## src/rtl/mono_rx_fifo_arbiter_if.sv

```systemverilog
// mono_rx_fifo_arbiter_if
//   Bundle of the source-side FIFO handshake, the downstream output slot,
//   the static enable mask and the status outputs of the receiver FIFO
//   arbiter. Clock and reset are kept outside as plain ports.
//
//   Signals (direction as seen by the arbiter, i.e. the slave modport):
//     SRC_EMPTY    in   N_SRC     per-source FIFO empty flag
//     SRC_DATA     in   32*N_SRC  per-source head word, source i at [32*i+31:32*i]
//     SRC_READ     out  N_SRC     per-source pop strobe (combinational)
//     CONF_EN_MASK in   N_SRC     per-source enable
//     OUT_READ     in   1         downstream pop of the held output word
//     OUT_EMPTY    out  1         no output word held
//     OUT_DATA     out  32        held output word
//     GRANT_VALID  out  1         a burst grant is active
//     GRANT_IDX    out  3         index of the granted source
//     WORD_CNT     out  32        saturating count of words transferred
interface mono_rx_fifo_arbiter_if #(
    parameter int N_SRC = 4
);
    logic [N_SRC-1:0]    SRC_EMPTY;
    logic [32*N_SRC-1:0] SRC_DATA;
    logic [N_SRC-1:0]    SRC_READ;
    logic [N_SRC-1:0]    CONF_EN_MASK;
    logic                OUT_READ;
    logic                OUT_EMPTY;
    logic [31:0]         OUT_DATA;
    logic                GRANT_VALID;
    logic [2:0]          GRANT_IDX;
    logic [31:0]         WORD_CNT;

    // Arbiter side.
    modport slave (
        input  SRC_EMPTY,
        input  SRC_DATA,
        input  CONF_EN_MASK,
        input  OUT_READ,
        output SRC_READ,
        output OUT_EMPTY,
        output OUT_DATA,
        output GRANT_VALID,
        output GRANT_IDX,
        output WORD_CNT
    );

    // Environment side: source FIFOs, configuration and downstream consumer.
    modport master (
        output SRC_EMPTY,
        output SRC_DATA,
        output CONF_EN_MASK,
        output OUT_READ,
        input  SRC_READ,
        input  OUT_EMPTY,
        input  OUT_DATA,
        input  GRANT_VALID,
        input  GRANT_IDX,
        input  WORD_CNT
    );
endinterface

```

## src/rtl/mono_rx_fifo_arbiter.sv

```systemverilog
// mono_rx_fifo_arbiter
//   Round-robin burst arbiter that merges N_SRC receiver FIFOs into a single
//   one-word output slot. A source is granted for up to MAX_BURST words; the
//   grant is dropped early when the source empties or is disabled. After each
//   grant the search pointer moves one past the granted source, so every
//   continuously eligible source is served within N_SRC-1 other grants.
//
//   Ports:
//     BUS_CLK  in   single clock, rising edge
//     BUS_RST  in   synchronous active-high reset
//     bus      mono_rx_fifo_arbiter_if.slave (FIFO handshake, output slot,
//              enable mask, grant status, word counter)
module mono_rx_fifo_arbiter #(
    parameter int N_SRC     = 4,
    parameter int MAX_BURST = 16
) (
    input  logic                        BUS_CLK,
    input  logic                        BUS_RST,
    mono_rx_fifo_arbiter_if.slave       bus
);

    typedef enum logic {
        IDLE  = 1'b0,
        BURST = 1'b1
    } state_t;

    state_t      state;
    logic [2:0]  grant_idx;
    logic [2:0]  ptr;
    logic [7:0]  burst_cnt;
    logic        out_empty;
    logic [31:0] out_data;
    logic [31:0] word_cnt;

    logic [N_SRC-1:0] eligible;
    logic             any_elig;
    logic             grant_elig;
    logic [31:0]      grant_data;
    logic             found_hi;
    logic             found_lo;
    logic [2:0]       pick_hi;
    logic [2:0]       pick_lo;
    logic [2:0]       pick;
    logic             slot_free;
    logic             xfer;
    logic [2:0]       next_ptr;
    logic             last_word;

    always_comb begin
        eligible = bus.CONF_EN_MASK & ~bus.SRC_EMPTY;
        any_elig = |eligible;

        // Per-source mux for the granted source's flag and head word.
        grant_elig = 1'b0;
        grant_data = '0;
        for (int unsigned i = 0; i < N_SRC; i++) begin
            if (3'(i) == grant_idx) begin
                grant_elig = eligible[i];
                grant_data = bus.SRC_DATA[32*i +: 32];
            end
        end

        // Circular search from ptr: the first eligible index at or above ptr
        // wins; otherwise wrap around to the lowest eligible index.
        found_hi = 1'b0;
        found_lo = 1'b0;
        pick_hi  = '0;
        pick_lo  = '0;
        for (int unsigned i = 0; i < N_SRC; i++) begin
            if (eligible[i] && !found_lo) begin
                found_lo = 1'b1;
                pick_lo  = 3'(i);
            end
            if (eligible[i] && !found_hi && (3'(i) >= ptr)) begin
                found_hi = 1'b1;
                pick_hi  = 3'(i);
            end
        end
        pick = found_hi ? pick_hi : pick_lo;

        slot_free = out_empty | bus.OUT_READ;
        // Reset gates the pop strobe so no word leaves a source FIFO while
        // the output slot is being discarded.
        xfer      = (state == BURST) && grant_elig && slot_free && !BUS_RST;
        next_ptr  = (grant_idx == 3'(N_SRC - 1)) ? 3'd0 : grant_idx + 3'd1;
        last_word = (burst_cnt == 8'(MAX_BURST - 1));

        bus.SRC_READ = '0;
        for (int unsigned i = 0; i < N_SRC; i++) begin
            if (xfer && (3'(i) == grant_idx)) begin
                bus.SRC_READ[i] = 1'b1;
            end
        end

        bus.OUT_EMPTY   = out_empty;
        bus.OUT_DATA    = out_data;
        bus.GRANT_VALID = (state == BURST);
        bus.GRANT_IDX   = grant_idx;
        bus.WORD_CNT    = word_cnt;
    end

    always_ff @(posedge BUS_CLK) begin
        if (BUS_RST) begin
            state     <= IDLE;
            grant_idx <= '0;
            ptr       <= '0;
            burst_cnt <= '0;
            out_empty <= 1'b1;
            out_data  <= '0;
            word_cnt  <= '0;
        end else begin
            case (state)
                IDLE: begin
                    if (any_elig) begin
                        grant_idx <= pick;
                        burst_cnt <= '0;
                        state     <= BURST;
                    end
                end
                BURST: begin
                    if (!grant_elig) begin
                        // Source emptied or was disabled: release at once.
                        state <= IDLE;
                        ptr   <= next_ptr;
                    end else if (xfer) begin
                        if (last_word) begin
                            state <= IDLE;
                            ptr   <= next_ptr;
                        end else begin
                            burst_cnt <= burst_cnt + 8'd1;
                        end
                    end
                    // Eligible but slot full: hold the grant and wait.
                end
                default: state <= IDLE;
            endcase

            // A transfer refills the slot even when it is popped in the same
            // cycle, so a streaming consumer sees no bubble.
            if (xfer) begin
                out_data  <= grant_data;
                out_empty <= 1'b0;
                if (word_cnt != '1) begin
                    word_cnt <= word_cnt + 32'd1;
                end
            end else if (bus.OUT_READ) begin
                out_empty <= 1'b1;
            end
        end
    end

endmodule
```

## src/flat_wrapper.sv

```systemverilog
// flat-port wrapper written by rule: the top's interface ports become plain ports
module mono_rx_fifo_arbiter_flat 
#(
    parameter int N_SRC     = 4,
    parameter int MAX_BURST = 16
)
  (BUS_CLK, BUS_RST, bus_SRC_EMPTY, bus_SRC_DATA, bus_CONF_EN_MASK, bus_OUT_READ, bus_SRC_READ, bus_OUT_EMPTY, bus_OUT_DATA, bus_GRANT_VALID, bus_GRANT_IDX, bus_WORD_CNT);
  mono_rx_fifo_arbiter_if #(.N_SRC(N_SRC)) bus_i ();
  input  logic BUS_CLK;
  input  logic BUS_RST;
  input wire logic [$bits(bus_i.SRC_EMPTY)-1:0] bus_SRC_EMPTY;
  input wire logic [$bits(bus_i.SRC_DATA)-1:0] bus_SRC_DATA;
  input wire logic [$bits(bus_i.CONF_EN_MASK)-1:0] bus_CONF_EN_MASK;
  input wire logic [$bits(bus_i.OUT_READ)-1:0] bus_OUT_READ;
  output wire logic [$bits(bus_i.SRC_READ)-1:0] bus_SRC_READ;
  output wire logic [$bits(bus_i.OUT_EMPTY)-1:0] bus_OUT_EMPTY;
  output wire logic [$bits(bus_i.OUT_DATA)-1:0] bus_OUT_DATA;
  output wire logic [$bits(bus_i.GRANT_VALID)-1:0] bus_GRANT_VALID;
  output wire logic [$bits(bus_i.GRANT_IDX)-1:0] bus_GRANT_IDX;
  output wire logic [$bits(bus_i.WORD_CNT)-1:0] bus_WORD_CNT;
  assign bus_i.SRC_EMPTY = bus_SRC_EMPTY;
  assign bus_i.SRC_DATA = bus_SRC_DATA;
  assign bus_i.CONF_EN_MASK = bus_CONF_EN_MASK;
  assign bus_i.OUT_READ = bus_OUT_READ;
  assign bus_SRC_READ = bus_i.SRC_READ;
  assign bus_OUT_EMPTY = bus_i.OUT_EMPTY;
  assign bus_OUT_DATA = bus_i.OUT_DATA;
  assign bus_GRANT_VALID = bus_i.GRANT_VALID;
  assign bus_GRANT_IDX = bus_i.GRANT_IDX;
  assign bus_WORD_CNT = bus_i.WORD_CNT;
  mono_rx_fifo_arbiter #(.N_SRC(N_SRC), .MAX_BURST(MAX_BURST)) u_core (.BUS_CLK(BUS_CLK), .BUS_RST(BUS_RST), .bus(bus_i));
endmodule
```

## config.mk

```make
export PLATFORM = sky130hd
export DESIGN_NAME = mono_rx_fifo_arbiter_flat
export DESIGN_NICKNAME = d
export VERILOG_FILES = /design/src/rtl/mono_rx_fifo_arbiter_if.sv /design/src/rtl/mono_rx_fifo_arbiter.sv /design/src/flat_wrapper.sv
export SDC_FILE = /design/constraint.sdc
export NUM_CORES = 1
export LEC_CHECK = 0
export BUFFER_PORTS_ARGS = -buffer_cell sky130_fd_sc_hd__buf_2
export CORE_UTILIZATION = 52
export CTS_BUF_LIST = sky130_fd_sc_hd__clkbuf_16
export CTS_CLUSTER_SIZE = 12
export DETAILED_ROUTE_END_ITERATION = 8
export GPL_TIMING_DRIVEN = 0
export HOLD_SLACK_MARGIN = 0.12
export PLACE_DENSITY_LB_ADDON = 0.1
export SKIP_LAST_GASP = 1
export SLEW_MARGIN = 20
export SYNTH_ARGS = -nofsm -noshare
export SYNTH_HDL_FRONTEND = slang
export SYNTH_SLANG_ARGS = --single-unit
export TNS_END_PERCENT = 1
```

## constraint.sdc

```tcl
create_clock -name BUS_CLK -period 4.6 [get_ports BUS_CLK]
set_clock_uncertainty 0.2 [all_clocks]
set_input_delay 0.23 -clock BUS_CLK [delete_from_list [all_inputs] [get_ports BUS_CLK]]
set_output_delay 0.23 -clock BUS_CLK [all_outputs]
set_load 0.1 [all_outputs]
```

-- Yosys cells after proc, flatten, opt, wreduce, memory -nomap -nowiden
Index checks and enable logic that the tools add are counted.
- bits in registers: 80
- output and inout bits: 73
- word-level logic and storage cells: 103
- $add $sub $neg: 3
- $lt $le $gt $ge: 4
- equality and inequality tests: 12
- multiplexer cells: 42
- bitwise operators: 4
- reductions and logical operators: 31
- operators by type and width (operator ; number):
    two-way mux 32 bit ; 4
    adder 32 x 1 -> 32 bit (second input constant) ; 1
    two-way mux 8 bit ; 4
    != test 32 bit (second input constant) ; 1
    two-way mux 1 bit ; 23
    logical AND 1 bit ; 17
    case mux 8 bit (2 select lines) ; 1
    two-way mux 3 bit ; 4
    two-way mux 2 bit ; 5
    != test 2 bit (second input constant) ; 5
    adder 8 x 1 -> 8 bit (second input constant) ; 1
    equality test 8 x 4 -> 1 bit (second input constant) ; 1
    zero test 1 bit ; 7
    equality test 2 x 3 -> 1 bit (first input constant) ; 2
    >= comparator 1 x 3 -> 1 bit (first input constant) ; 2
    >= comparator 2 x 3 -> 1 bit (first input constant) ; 2
    bitwise AND 4 bit ; 1
    inverter 4 bit ; 1
    AND reduction 2 bit ; 2
    AND reduction 4 bit ; 1
    OR reduction 4 bit ; 1
    adder 3 x 1 -> 3 bit (second input constant) ; 1
    equality test 1 x 3 -> 1 bit (first input constant) ; 1
    equality test 3 x 2 -> 1 bit (second input constant) ; 1
    other kinds (7) ; 7

-- Longest topological paths before layout
Gate-level depths: netlist of run 1.
- word-level depth: 17
- mapped depth: 11
- mapped depth without buffers: 7

-- Least setup slack after synthesis of run 1
No wires, ideal clock.
- path type: register to output
- from: register u_core.grant_idx[0], in the netlist u_core.bus.GRANT_IDX[0]
- to: output bus_SRC_READ[3]
- data arrival time: 3.662 ns
- slack: 0.508 ns
- stages on the path, launching flop included: 9
- buffers on the path: 2
- path through: dfxtp_1 -> inv_1 -> ha_1 -> nor2b_4 -> a221oi_4 -> nand3_2 -> buf_2 -> buf_2 -> nor2_1
- cells in the longest elaborated chain, start to end: 10
- elaborated cells between the ends (all ways): 13
- those cells by class: eq/ne: 3; mux: 5; reduce/logical: 5
- RTL lines (what ; RTL line ; RTL):
    start: declaration ; mono_rx_fifo_arbiter.sv:28 ; logic [2:0] grant_idx;
    start signal: assignment ; mono_rx_fifo_arbiter.sv:115 ; grant_idx <= pick;
    zero test 3 bit ; mono_rx_fifo_arbiter.sv:57 ; if (3'(i) == grant_idx) begin
    two-way mux 1 bit (4 in a row) ; mono_rx_fifo_arbiter.sv:57 ;
    logical AND 1 bit (3 in a row) ; mono_rx_fifo_arbiter.sv:84 ; xfer = (state == BURST) && grant_elig && slot_free && !BUS_RST;
    logical AND 1 bit * ; mono_rx_fifo_arbiter.sv:90 ; if (xfer && (3'(i) == grant_idx)) begin
    two-way mux 1 bit * ; mono_rx_fifo_arbiter.sv:90 ;
    end: declaration ; flat_wrapper.sv:15 ; output wire logic [$bits(bus_i.SRC_READ)-1:0] bus_SRC_READ;
Every way passes the cells marked *; elsewhere a longest branch is shown, timed or not.

-- Final worst setup path of run 1
Ends and elaborated chain as after synthesis.

==> results of run 1 <==
==> sequential cells by signal, indices dropped and copies added, names as in the netlist <==
| signal | count |
|---|---|
| u_core.bus.GRANT_IDX | 2 |
| u_core.bus.WORD_CNT | 32 |
| u_core.bus.OUT_DATA | 32 |
| u_core.burst_cnt | 8 |
| u_core.bus.GRANT_VALID | 1 |
| u_core.ptr | 2 |
| u_core.bus.OUT_EMPTY | 1 |
==> cells by family (layout without fill, tap and decap cells) <==
family	Yosys count	after routing	synth area share [%]
other cells	1	1	0.0769
fa+ha+maj	6	6	1.54
xor+xnor	1	1	0.180
compound gates	154	154	22.6
mux	9	9	2.03
flops	78	78	32.0
simple gates	280	280	35.0
buf+inv	59	318	6.59
==> report_power, final <==
part | switching, mW | internal (mW) | leakage [nW]
clock network | 0.273 | 0.466 | 0.148
registers | 0.0184 | 0.702 | 0.631
logic | 0.402 | 0.185 | 2.08
==> cells in the mapped netlist, types with 2 or more instances <==
cell | n | share of area (%)
a32oi_1 | 2 | 0.36
nor3_2 | 15 | 3.1
nand2_1 | 25 | 1.9
o21ai_1 | 7 | 0.72
dfxtp_1 | 78 | 32
or3_1 | 9 | 1.2
nor2b_1 | 43 | 5.5
and2_1 | 2 | 0.26
o31ai_1 | 19 | 2.9
buf_2 | 11 | 1.1
a221oi_1 | 31 | 5.6
a211oi_1 | 31 | 4.8
and4_1 | 3 | 0.54
clkbuf_1 | 25 | 1.9
a31oi_1 | 2 | 0.26
buf_6 | 9 | 2.1
mux2_1 | 7 | 1.6
a21oi_1 | 39 | 4.0
o211ai_1 | 5 | 0.77
or2_2 | 4 | 0.51
a41oi_1 | 2 | 0.36
o32ai_1 | 2 | 0.36
nor3_1 | 48 | 4.9
and3_1 | 8 | 1.0
buf_4 | 5 | 0.77
o21ai_0 | 5 | 0.51
o21bai_1 | 2 | 0.31
ha_1 | 6 | 1.5
nand4_1 | 10 | 1.3
nor4_1 | 4 | 0.51
nand3_2 | 4 | 0.82
nand2b_1 | 3 | 0.38
nand3_1 | 18 | 1.8
nor2_1 | 47 | 3.6
inv_1 | 8 | 0.62
nor4_4 | 2 | 0.87
mux2i_1 | 2 | 0.41
or4_1 | 23 | 3.5
==> what timing repair did <==
action / CTS / global route
endpoints found under the hold margin: 34 / 0
setup buffers: 0 / 0
hold buffers: 34 / 0
gates resized for setup: 0 / 0
==> routing by layer <==
layer  vias to the layer above  global-route usage (%)
met5                         -                       0
li1                       2749                       -
met1                      2768                    45.0
met4                         2                    12.2
met3                        41                    6.10
met2                       338                    58.7
==> worst max-delay path: cells and delay by family (launching register included) <==
kind,cells,cell delay [ns]
AO/OA/AOI/OAI,1,0.38
adder cells (fa/ha/maj),1,0.27
buffers and inverters,4,1.04
flip-flops,1,0.46
AND/OR/NAND/NOR,3,0.50
==> stage by stage <==
stage	power, mW	hold slack (ns)	cells
detailed placement	1.29	0.263	906
CTS	2.04	0.153	955
global route	2.12	0.183	955
finish	2.05	0.151	955
global placement	1.28	0.261	906
floorplan	1.14	0.242	588
==> worst paths after layout <==
| path | startpoint | end | slack (ns) | depth (start not counted) |
|---|---|---|---|---|
| worst max-delay path | u_core.bus.GRANT_IDX[0] | bus_SRC_READ[3] | 1.18 | 9 |
| worst min-delay path | bus_SRC_DATA[94] | u_core.bus.OUT_DATA[30] | 0.15 | 4 |
| worst max register to register | u_core.bus.GRANT_IDX[1] | u_core.bus.WORD_CNT[10] | 1.62 | 10 |
| worst min register to register | u_core.burst_cnt[7] | u_core.burst_cnt[7] | 0.27 | 2 |
==> cell usage in the layout, fill, tap and decap left out, drive strengths merged, types with 2 or more instances in the layout <==
cell / instances
dlygate4sd3: 34
nor3: 63
or2: 4
and3: 9
bufinv: 2
nor2b: 44
inv: 9
nand2b: 4
o211ai: 5
nand4: 11
o31ai: 19
nor4: 7
a221oi: 32
a31oi: 2
a21oi: 39
o21bai: 2
dfxtp: 78
and4: 3
o21ai: 12
a41oi: 2
a32oi: 2
clkbuf: 34
and2: 2
nand2: 25
mux2i: 2
nor2: 47
ha: 6
clkinv: 2
o32ai: 2
nand3: 23
or4: 23
or3: 9
buf: 236
a211oi: 31
mux2: 7
==> layout make-up <==
type                       count  share of cell area (%)
buffer                        51                    4.35
clock buffer                   9                    3.36
clock inverter                 6                    1.18
inverter                       8                   0.448
multi-input combinational    451                    44.6
sequential                    78                    23.3
tap                          108                    2.01
timing repair buffer         244                    20.7
==> results.ini, run 1 <==
[outcome]
outcome=finished clean

[layout]
final_nets=988
syn_to_final_growth_pct=37.5
layout-drive-gt1-share_pct=33.2
multi_input_area_um2=2990
finish.instance_area_um2=6710
num_antenna_cells=0
num-fill-cells=665
register_area_um2=1560
fin_util_pct=75.4

[worst_setup_path]
slowest_delay_ns=0.46
crit_path_end_kind=output port
cp_slowest_cell=dfxtp_1
worstPathRequired_ns=4.17
critical_path_class=reg -> out
crit_top_cell=buf_2
start_kind=flip-flop
cp_cell_sequence=inv_1 -> ha_1 -> nor2b_4 -> a221oi_4 -> nand3_2 -> buf_2 -> buf_2 -> nor2_1 -> buf_2
cp.arrival_ns=2.99
crit_fanout=10

[hold_path]
hold_class=in -> reg

[detailed_routing]
drc=0
highest_layer=met5
drt_first_pass_iters=6
ant_nets=0
wl_met3_um=1490
dr_total_vias=5898
wl_met2_um=8360
drt_wl_total_um=17200
post_drt_wl_per_cell_um=18.0
drtIter0Drc=402
drt-vias-per-instance=6.18
wl_met1_um=7020

[yosys]
synth.distinct_cells=60
yosys_most_used_dff=dfxtp_1
synthArstFlopShare_pct=0
syn_nets=733
synth_edf_count=0
ys_warn_count=0
ys_ff_latch=78
avgSynthCellArea_um2=8.29
syn_inst=588
yosysSeqAreaShare_pct=32.0
syn-cell-area_um2=4880

[run]
max_cap_violations=0

[timing]
setup_viol=0
post-route-period-util_pct=74.3
worst_slack_ns=1.18
fin_tns_setup_ns=0
rsz0062_at_grt=no
worst_pin_slew_ns=0.674
finalMaxSlewViolations=0
timing.fmax_mhz=293
post-route-min-period_ns=3.42
maxSlewHeadroom_pct=55.1
hold_viol=0

[floorplan]
placementRows=34
die_x_um=98.8
dieArea_um2=9770
top_level_ports=212
die_h_um=98.8
start_util_pct=54.8
core_um2=8890

[placement]
dpl_cell_area_um2=6060
pre_cts_slack_ns=1.60
gp_congestion=0.904
dp_hpwl_um=12500
portBuffers=210

[global_routing]
grt_pass1_wl_um=27200
gr-usage-all-layers_pct=34.9
grt_overflow_total=0
grt_antenna_before_repair=1
grt_max_degree=13
grt_pass1_vias=5616

[clock_network]
clock_path_buffers=2
cts_made_buffers=9
ctsHtreeMaxLevel=3
root_buffer=clkbuf_16
cts_sinks=78
clk_pin_slew_ns=0.06
cts_tree=done
clkLatencyLatePin_ns=0.33

[pwr]
p_leak_nw=2.86
power_density_nw_per_um2=305
vdd_drop_max_v=0.000205

Power figures use the tool's default switching activity.
==> run 2, diff against run 1 <==
--- a/config.mk
+++ b/config.mk
@@ -5,8 +5,9 @@
 export SDC_FILE = /design/constraint.sdc
 export NUM_CORES = 1
 export LEC_CHECK = 0
+export ABC_AREA = 1
 export BUFFER_PORTS_ARGS = -buffer_cell sky130_fd_sc_hd__buf_2
-export CORE_UTILIZATION = 52
+export CORE_UTILIZATION = 44
 export CTS_BUF_LIST = sky130_fd_sc_hd__clkbuf_16
 export CTS_CLUSTER_SIZE = 12
 export DETAILED_ROUTE_END_ITERATION = 8
==> constraint.sdc (replaced) <==
create_clock -name BUS_CLK -period 3.1 [get_ports BUS_CLK]
set_clock_uncertainty 0.2 [all_clocks]
set_input_delay 0.155 -clock BUS_CLK [delete_from_list [all_inputs] [get_ports BUS_CLK]]
set_output_delay 0.155 -clock BUS_CLK [all_outputs]
set_load 0.1 [all_outputs]
==> run 2 against run 1 <==
  * Final cell count increased by 28%
  * Register-to-register slack got worse by 1.5 ns
  * Die area increased by 21%
  * Largest power group is now combinational logic
==> results.ini, run 2 <==
[yosys]
yosysSeqAreaShare_pct=31.2  ; -0.82 points
yosysMostFrequentCell=nand2_1
synth_top_family_by_area=simple AND/OR/NAND/NOR gates
yosys_most_used_dff=dfxtp_1
syn_inst=796  ; +35%
yosysTopAreaCell=dfxtp_1
synthArstFlopShare_pct=0  ; unchanged
synth_area_leaders=dfxtp_1, nand2_1, o21ai_0
avgSynthCellArea_um2=6.29  ; -24%
synth.distinct_cells=39  ; -35%
synth_xor_area_share_pct=3.68  ; +3.5 points
synthSimpleGateAreaFrac_pct=35.6  ; +0.60 points
synth_mux_area_share_pct=0  ; -2.0 points
ys_ff_latch=78  ; unchanged
syn-cell-area_um2=5000  ; +2.6%
synth.top_cell.area_share_pct=31.2  ; -0.82 points
synth_compound_area_share_pct=20.1  ; -2.5 points
post_synth_fa_ha_maj_area_fraction_pct=1.50  ; -0.040 points
synth_edf_count=0  ; unchanged
syn_nets=941  ; +28%
synthTopCellsByCount=nand2_1, nor2_1, dfxtp_1
ys_warn_count=0  ; unchanged

[detailed_routing]
drc=0  ; unchanged
dr_total_vias=6516  ; +10%
drtIter0Drc=419  ; +4.2%
ant_nets=0  ; unchanged
drt-vias-per-instance=5.31  ; -14%
drt_first_pass_iters=5  ; -1
drt_wl_total_um=18100  ; +4.8%
post_drt_wl_per_cell_um=14.7  ; -18%

[global_routing]
grt_max_degree=14  ; +1
grt_overflow_total=0  ; unchanged
grt_antenna_before_repair=0  ; -1
grt_pass1_vias=6178  ; +10%
gr-usage-all-layers_pct=31.7  ; -3.1 points
grt_pass1_wl_um=29100  ; +7.1%

[layout]
register_area_um2=1560  ; unchanged
finish.instance_area_um2=7240  ; +8.0%
num-fill-cells=1041  ; +57%
syn_to_final_growth_pct=44.7
fin_util_pct=65.9  ; -9.5 points
final_cells=1226  ; +28%
final_nets=1226  ; +24%
final_common_cell=nand2_1
mostFrequentLayoutCells=nand2_1, buf_2, nor2_1, dfxtp_1, o21ai_0
layout-drive-gt1-share_pct=24.7  ; -8.5 points
num_antenna_cells=0  ; unchanged
multi_input_area_um2=3060  ; +2.3%

[pwr]
clkPwrFrac_pct=33.9  ; -2.2 points
power_density_nw_per_um2=497  ; +63%
netSwitchingFraction_pct=37.5  ; +3.6 points
vdd_drop_max_v=0.000367  ; +79%
seqPwrFrac_pct=31.0  ; -4.2 points
power.internal_mw=2.25  ; +66%
p_sw_mw=1.35  ; +95%
p_comb_share_pct=35.1  ; +6.4 points
power_mw=3.60  ; +76%
p_leak_nw=3.33  ; +17%

[clock_network]
ctsHtreeMaxLevel=3  ; unchanged
cts_made_buffers=9  ; unchanged
root_buffer=clkbuf_16
clock_path_buffers=2  ; unchanged
clk_pin_slew_ns=0.06  ; about the same
clkLatencyLatePin_ns=0.35  ; +0.02 ns
cts_tree=done
cts_sinks=78  ; unchanged

[hold_path]
worstHoldStart=bus_SRC_EMPTY[3]
hold_class=in -> reg

[run]
max_cap_violations=0  ; unchanged

[outcome]
outcome=finished clean

[timing]
worst_slack_ns=0.128  ; -1.06 ns
post-route-period-util_pct=95.9
finalMaxSlewViolations=0  ; unchanged
fin_tns_setup_ns=0  ; unchanged
setup_viol=0  ; unchanged
worst_pin_slew_ns=0.547  ; -0.127 ns
hold_viol=0  ; unchanged
post-route-min-period_ns=2.97
maxSlewHeadroom_pct=63.5  ; +8.5 points
rsz0062_at_grt=yes
timing.fmax_mhz=336
fin_hold_ws_ns=0.133  ; -0.0179 ns

[worst_setup_path]
start_kind=flip-flop
startpoint=u_core.bus.GRANT_IDX[1]
r2r_start=u_core.bus.GRANT_IDX[1]
crit_fanout=10  ; unchanged
critical_path_class=reg -> reg
cp.arrival_ns=3.05  ; +0.06 ns
worstPathRequired_ns=3.18  ; -0.99 ns
crit_path_end_kind=flip-flop

[placement]
gp_congestion=0.949  ; +5.1%
dp_hpwl_um=13400  ; +7.3%
dpl_cell_area_um2=6240  ; +2.9%
pre_cts_slack_ns=0.301  ; -1.30 ns
dp_cells=1145  ; +26%
portBuffers=209  ; -0.48%

[floorplan]
die_x_um=109  ; +9.9%
die_h_um=109  ; +9.9%
top_level_ports=212  ; unchanged
dieArea_um2=11800  ; +21%
core_um2=11000  ; +24%
placementRows=38  ; +12%
start_util_pct=45.6  ; -9.3 points

-- run 2: power groups by stage --
stage | logic (mW) | clock network, mW | registers [mW]
after CTS | 1.24 | 1.23 | 1.11
after detailed placement | 1.13 | 0 | 1.14
after global routing | 1.38 | 1.27 | 1.13
final | 1.26 | 1.22 | 1.12
after global placement | 1.13 | 0 | 1.13
after floorplan | 0.483 | 0 | 1.48
-- run 2: routing by layer --
layer | part of all wire (%) | GRT usage (%) | wire [µm] | up-vias
met4 | 4.1 | 16.7 | 738 | 0
li1 | - | - | - | 3225
met3 | 6.7 | 5.14 | 1220 | 61
met1 | 41 | 37.4 | 7360 | 2935
met2 | 48 | 55.2 | 8750 | 295
met5 | 0 | 0 | 0 | -
-- run 2: timing repair --
action	4_1_cts	5_1_grt
setup buffers	0	0
pin swaps	0	0
gates resized for setup	1	12
hold buffers	65	0
endpoints found under the hold margin	37	0
setup endpoints to repair	4	28
-- run 2: path summary, 6_finish.rpt --
check | slack, ns | cells past startpoint | endpoint
worst min-delay path | 0.13 | 5 | u_core.bus.GRANT_IDX[0]
worst max register to register | 0.13 | 13 | u_core.bus.OUT_DATA[11]
worst min register to register | 0.27 | 2 | u_core.bus.OUT_DATA[24]
worst max-delay path | 0.13 | 13 | u_core.bus.OUT_DATA[11]
-- run 2: worst max-delay path, stage by stage, from the launching register on --
cell	delay (ns)
dfxtp_1	0.36
inv_1	0.12
ha_1	0.15
buf_2	0.23
inv_2	0.08
nand2_1	0.08
nand3_1	0.08
nand2_1	0.11
nand3_2	0.10
nor2_4	0.24
clkbuf_2	0.27
o21ai_0	0.10
a31oi_1	0.18
dlygate4sd3_1	0.59
-- run 2: cells by family after synthesis --
logic type               count (synthesis)
adder cells (fa/ha/maj)                  6
flip-flops                              78
AND/OR/NAND/NOR                        415
buffers and inverters                   95
other                                    1
AO/OA/AOI/OAI                          180
XOR/XNOR                                21
-- run 2: final cells by class --
cell class                 count  share of cell area [%]
multi-input combinational    623                    42.3
buffer                        49                    3.14
clock inverter                 7                    1.55
clock buffer                   9                    3.11
sequential                    78                    21.6
tap                          140                    2.42
timing repair buffer         274                    23.6
inverter                      46                    2.38
==> run 3, diff against run 2 <==
--- a/config.mk
+++ b/config.mk
@@ -11,7 +11,6 @@
 export CTS_BUF_LIST = sky130_fd_sc_hd__clkbuf_16
 export CTS_CLUSTER_SIZE = 12
 export DETAILED_ROUTE_END_ITERATION = 8
-export GPL_TIMING_DRIVEN = 0
 export HOLD_SLACK_MARGIN = 0.12
 export PLACE_DENSITY_LB_ADDON = 0.1
 export SKIP_LAST_GASP = 1
==> run 3 against run 2 <==
  * Combinational power barely moved
  * Flip-flop and latch count unchanged
  * Clock power shrank 16%
  * Largest power group unchanged
  * Global-route usage shrank 2.4 points
  * Fmax rose by 3.4%
  * Routed wire length fell by 6.7%
  * Hold slack worse by 0.0058 ns
  * Critical path type unchanged
  * Critical path depth decreased by 1
  * Total power fell by 5.5%
  * Clock-buffer cell count did not move
==> results.ini, run 3 (synthesis results as in run 2) <==
[outcome]
outcome=finished clean

[floorplan]
core_um2=11000  ; unchanged
top_level_ports=212  ; unchanged
placementRows=38  ; unchanged
start_util_pct=45.6  ; unchanged
die_x_um=109  ; unchanged
die_h_um=109  ; unchanged
dieArea_um2=11800  ; unchanged

[layout]
layout-drive-gt1-share_pct=24.9  ; +0.25 points
mostFrequentLayoutCells=nand2_1, buf_2, nor2_1, dfxtp_1, o21ai_0
num_antenna_cells=0  ; unchanged
finish.instance_area_um2=7160  ; -1.1%
final_cells=1191  ; -2.9%
syn_to_final_growth_pct=43.1
final_nets=1193  ; -2.7%
multi_input_area_um2=3060  ; unchanged
num-fill-cells=1035  ; -0.58%
final_common_cell=nand2_1
register_area_um2=1560  ; unchanged

[hold_path]
holdPathEnd=u_core.bus.OUT_DATA[24]
worstHoldStart=bus_SRC_DATA[88]
hold_depth=5  ; unchanged
hold_class=in -> reg

[timing]
post-route-period-util_pct=92.7  ; -3.1 points
maxSlewHeadroom_pct=63.6  ; +0.088 points
timing.fmax_mhz=348  ; +3.4%
post-route-min-period_ns=2.87  ; -0.0976 ns
worst_slack_ns=0.226  ; +0.0976 ns
rsz0062_at_grt=yes
hold_viol=0  ; unchanged
fin_tns_setup_ns=0  ; unchanged
finalMaxSlewViolations=0  ; unchanged
worst_pin_slew_ns=0.545  ; -0.00192 ns
setup_viol=0  ; unchanged

[global_routing]
grt.busiest_layer=met2
grtUsageMet3_pct=7.05  ; +1.9 points
gr-usage-all-layers_pct=29.3  ; -2.4 points
grt_overflow_total=0  ; unchanged
grt_antenna_before_repair=0  ; unchanged
met2_usage_pct=53.3  ; -1.9 points
grt_pass1_wl_um=27200  ; -6.3%
gr-usage-met1_pct=32.6  ; -4.8 points
grt_pass1_vias=5922  ; -4.1%
grt_max_degree=56  ; +42

[detailed_routing]
drt_first_pass_iters=4  ; -1
drt-vias-per-instance=5.20  ; -2.1%
dr_total_vias=6194  ; -4.9%
drtIter0Drc=320  ; -24%
post_drt_wl_per_cell_um=14.1  ; -4.0%
drt_wl_total_um=16800  ; -6.7%
drc=0  ; unchanged
ant_nets=0  ; unchanged

[clock_network]
root_buffer=clkbuf_16
cts_tree=done
ctsHtreeMaxLevel=3  ; unchanged
clock_path_buffers=2  ; unchanged
cts_made_buffers=9  ; unchanged
clk_pin_slew_ns=0.06  ; about the same
clkLatencyLatePin_ns=0.33  ; -0.02 ns
cts_sinks=78  ; unchanged

[pwr]
p_comb_share_pct=37.2  ; +2.1 points
clkPwrFrac_pct=29.9  ; -4.0 points
p_leak_nw=3.26  ; -2.4%
power_density_nw_per_um2=475  ; -4.4%
vdd_drop_max_v=0.000298  ; -19%
seqPwrFrac_pct=32.8  ; +1.8 points
power.internal_mw=2.10  ; -6.7%
p_sw_mw=1.30  ; -3.4%
netSwitchingFraction_pct=38.3  ; +0.80 points

[worst_setup_path]
start_kind=flip-flop
crit_fanout=44  ; +34
crit_path_end_kind=flip-flop
reg2reg_to=u_core.bus.OUT_DATA[5]
r2r_setup_slack_ns=0.23  ; +0.10 ns
rr_worst_depth=12  ; -1
critical_path_class=reg -> reg
worstPathRequired_ns=3.17  ; about the same
r2r_start=u_core.bus.GRANT_IDX[0]
cp.arrival_ns=2.95  ; -0.10 ns

[placement]
dpl_cell_area_um2=6180  ; -0.82%
dp_cells=1109  ; -3.1%
gp_congestion=0.900  ; -5.2%
portBuffers=210  ; +0.48%
pre_cts_slack_ns=0.522  ; +0.221 ns
dp_hpwl_um=11900  ; -11%

[run]
max_cap_violations=0  ; unchanged

==> run 3: stage by stage <==
step / power [mW] / hold slack (ns) / util [%]
detailed placement: 2.23 / 0.228 / 56.3
floorplan: 1.96 / 0.118 / -
finish: 3.40 / 0.127 / 65.2
global placement: 2.23 / 0.228 / 56.3
global route: 3.58 / 0.188 / 65.2
CTS: 3.37 / 0.133 / 64.8
==> run 3: layer usage <==
metal | up-vias | wire length, µm
met5 | - | 0
met3 | 43 | 1010
li1 | 3148 | -
met2 | 209 | 8270
met4 | 0 | 499
met1 | 2794 | 7070
==> run 3: final cells by class <==
| class | count | share of cell area, % |
|---|---|---|
| clock buffer | 9 | 3.14 |
| clock inverter | 5 | 0.734 |
| inverter | 46 | 2.52 |
| multi-input combinational | 623 | 42.7 |
| sequential | 78 | 21.8 |
| tap | 140 | 2.45 |
| timing repair buffer | 290 | 26.6 |
==> run 3: worst max path at each step <==
stage	startpoint	to
6_report	u_core.bus.GRANT_IDX[0]	u_core.bus.OUT_DATA[5]
4_1_cts	u_core.bus.GRANT_IDX[0]	u_core.bus.OUT_DATA[12]
3_5_place_dp	u_core.bus.GRANT_IDX[0]	u_core.bus.WORD_CNT[30]
2_1_floorplan	u_core.bus.GRANT_IDX[1]	bus_SRC_READ[0]
3_3_place_gp	u_core.bus.GRANT_IDX[0]	u_core.bus.WORD_CNT[18]
5_1_grt	u_core.bus.GRANT_IDX[0]	u_core.bus.OUT_DATA[21]
==> run 3: power groups by stage <==
stage          Combinational [mW]  Sequential [mW]  Clock [mW]
2_1_floorplan               0.483             1.48           0
3_3_place_gp                 1.10             1.14           0
3_5_place_dp                 1.09             1.14           0
4_1_cts                      1.21             1.12        1.04
5_1_grt                      1.37             1.13        1.08
6_report                     1.27             1.12        1.02
==> run 3: critical path, stage by stage, from the launching register on <==
cell	delay, ns
dfxtp_1	0.34
inv_1	0.11
ha_2	0.22
clkinvlp_4	0.23
o21ai_1	0.19
inv_1	0.06
nand2_1	0.11
nand3_2	0.10
nor2_4	0.14
buf_8	0.23
o21ai_0	0.11
a31oi_1	0.17
dlygate4sd3_1	0.58
==> run 3: timing repair <==
| item | in CTS | in global routing |
|---|---|---|
| hold endpoints to repair | 34 | 0 |
| gates resized for setup | 0 | 4 |
| buffers inserted | 0 | 3 |
| setup endpoints to repair | 0 | 28 |
| hold buffers | 65 | 0 |
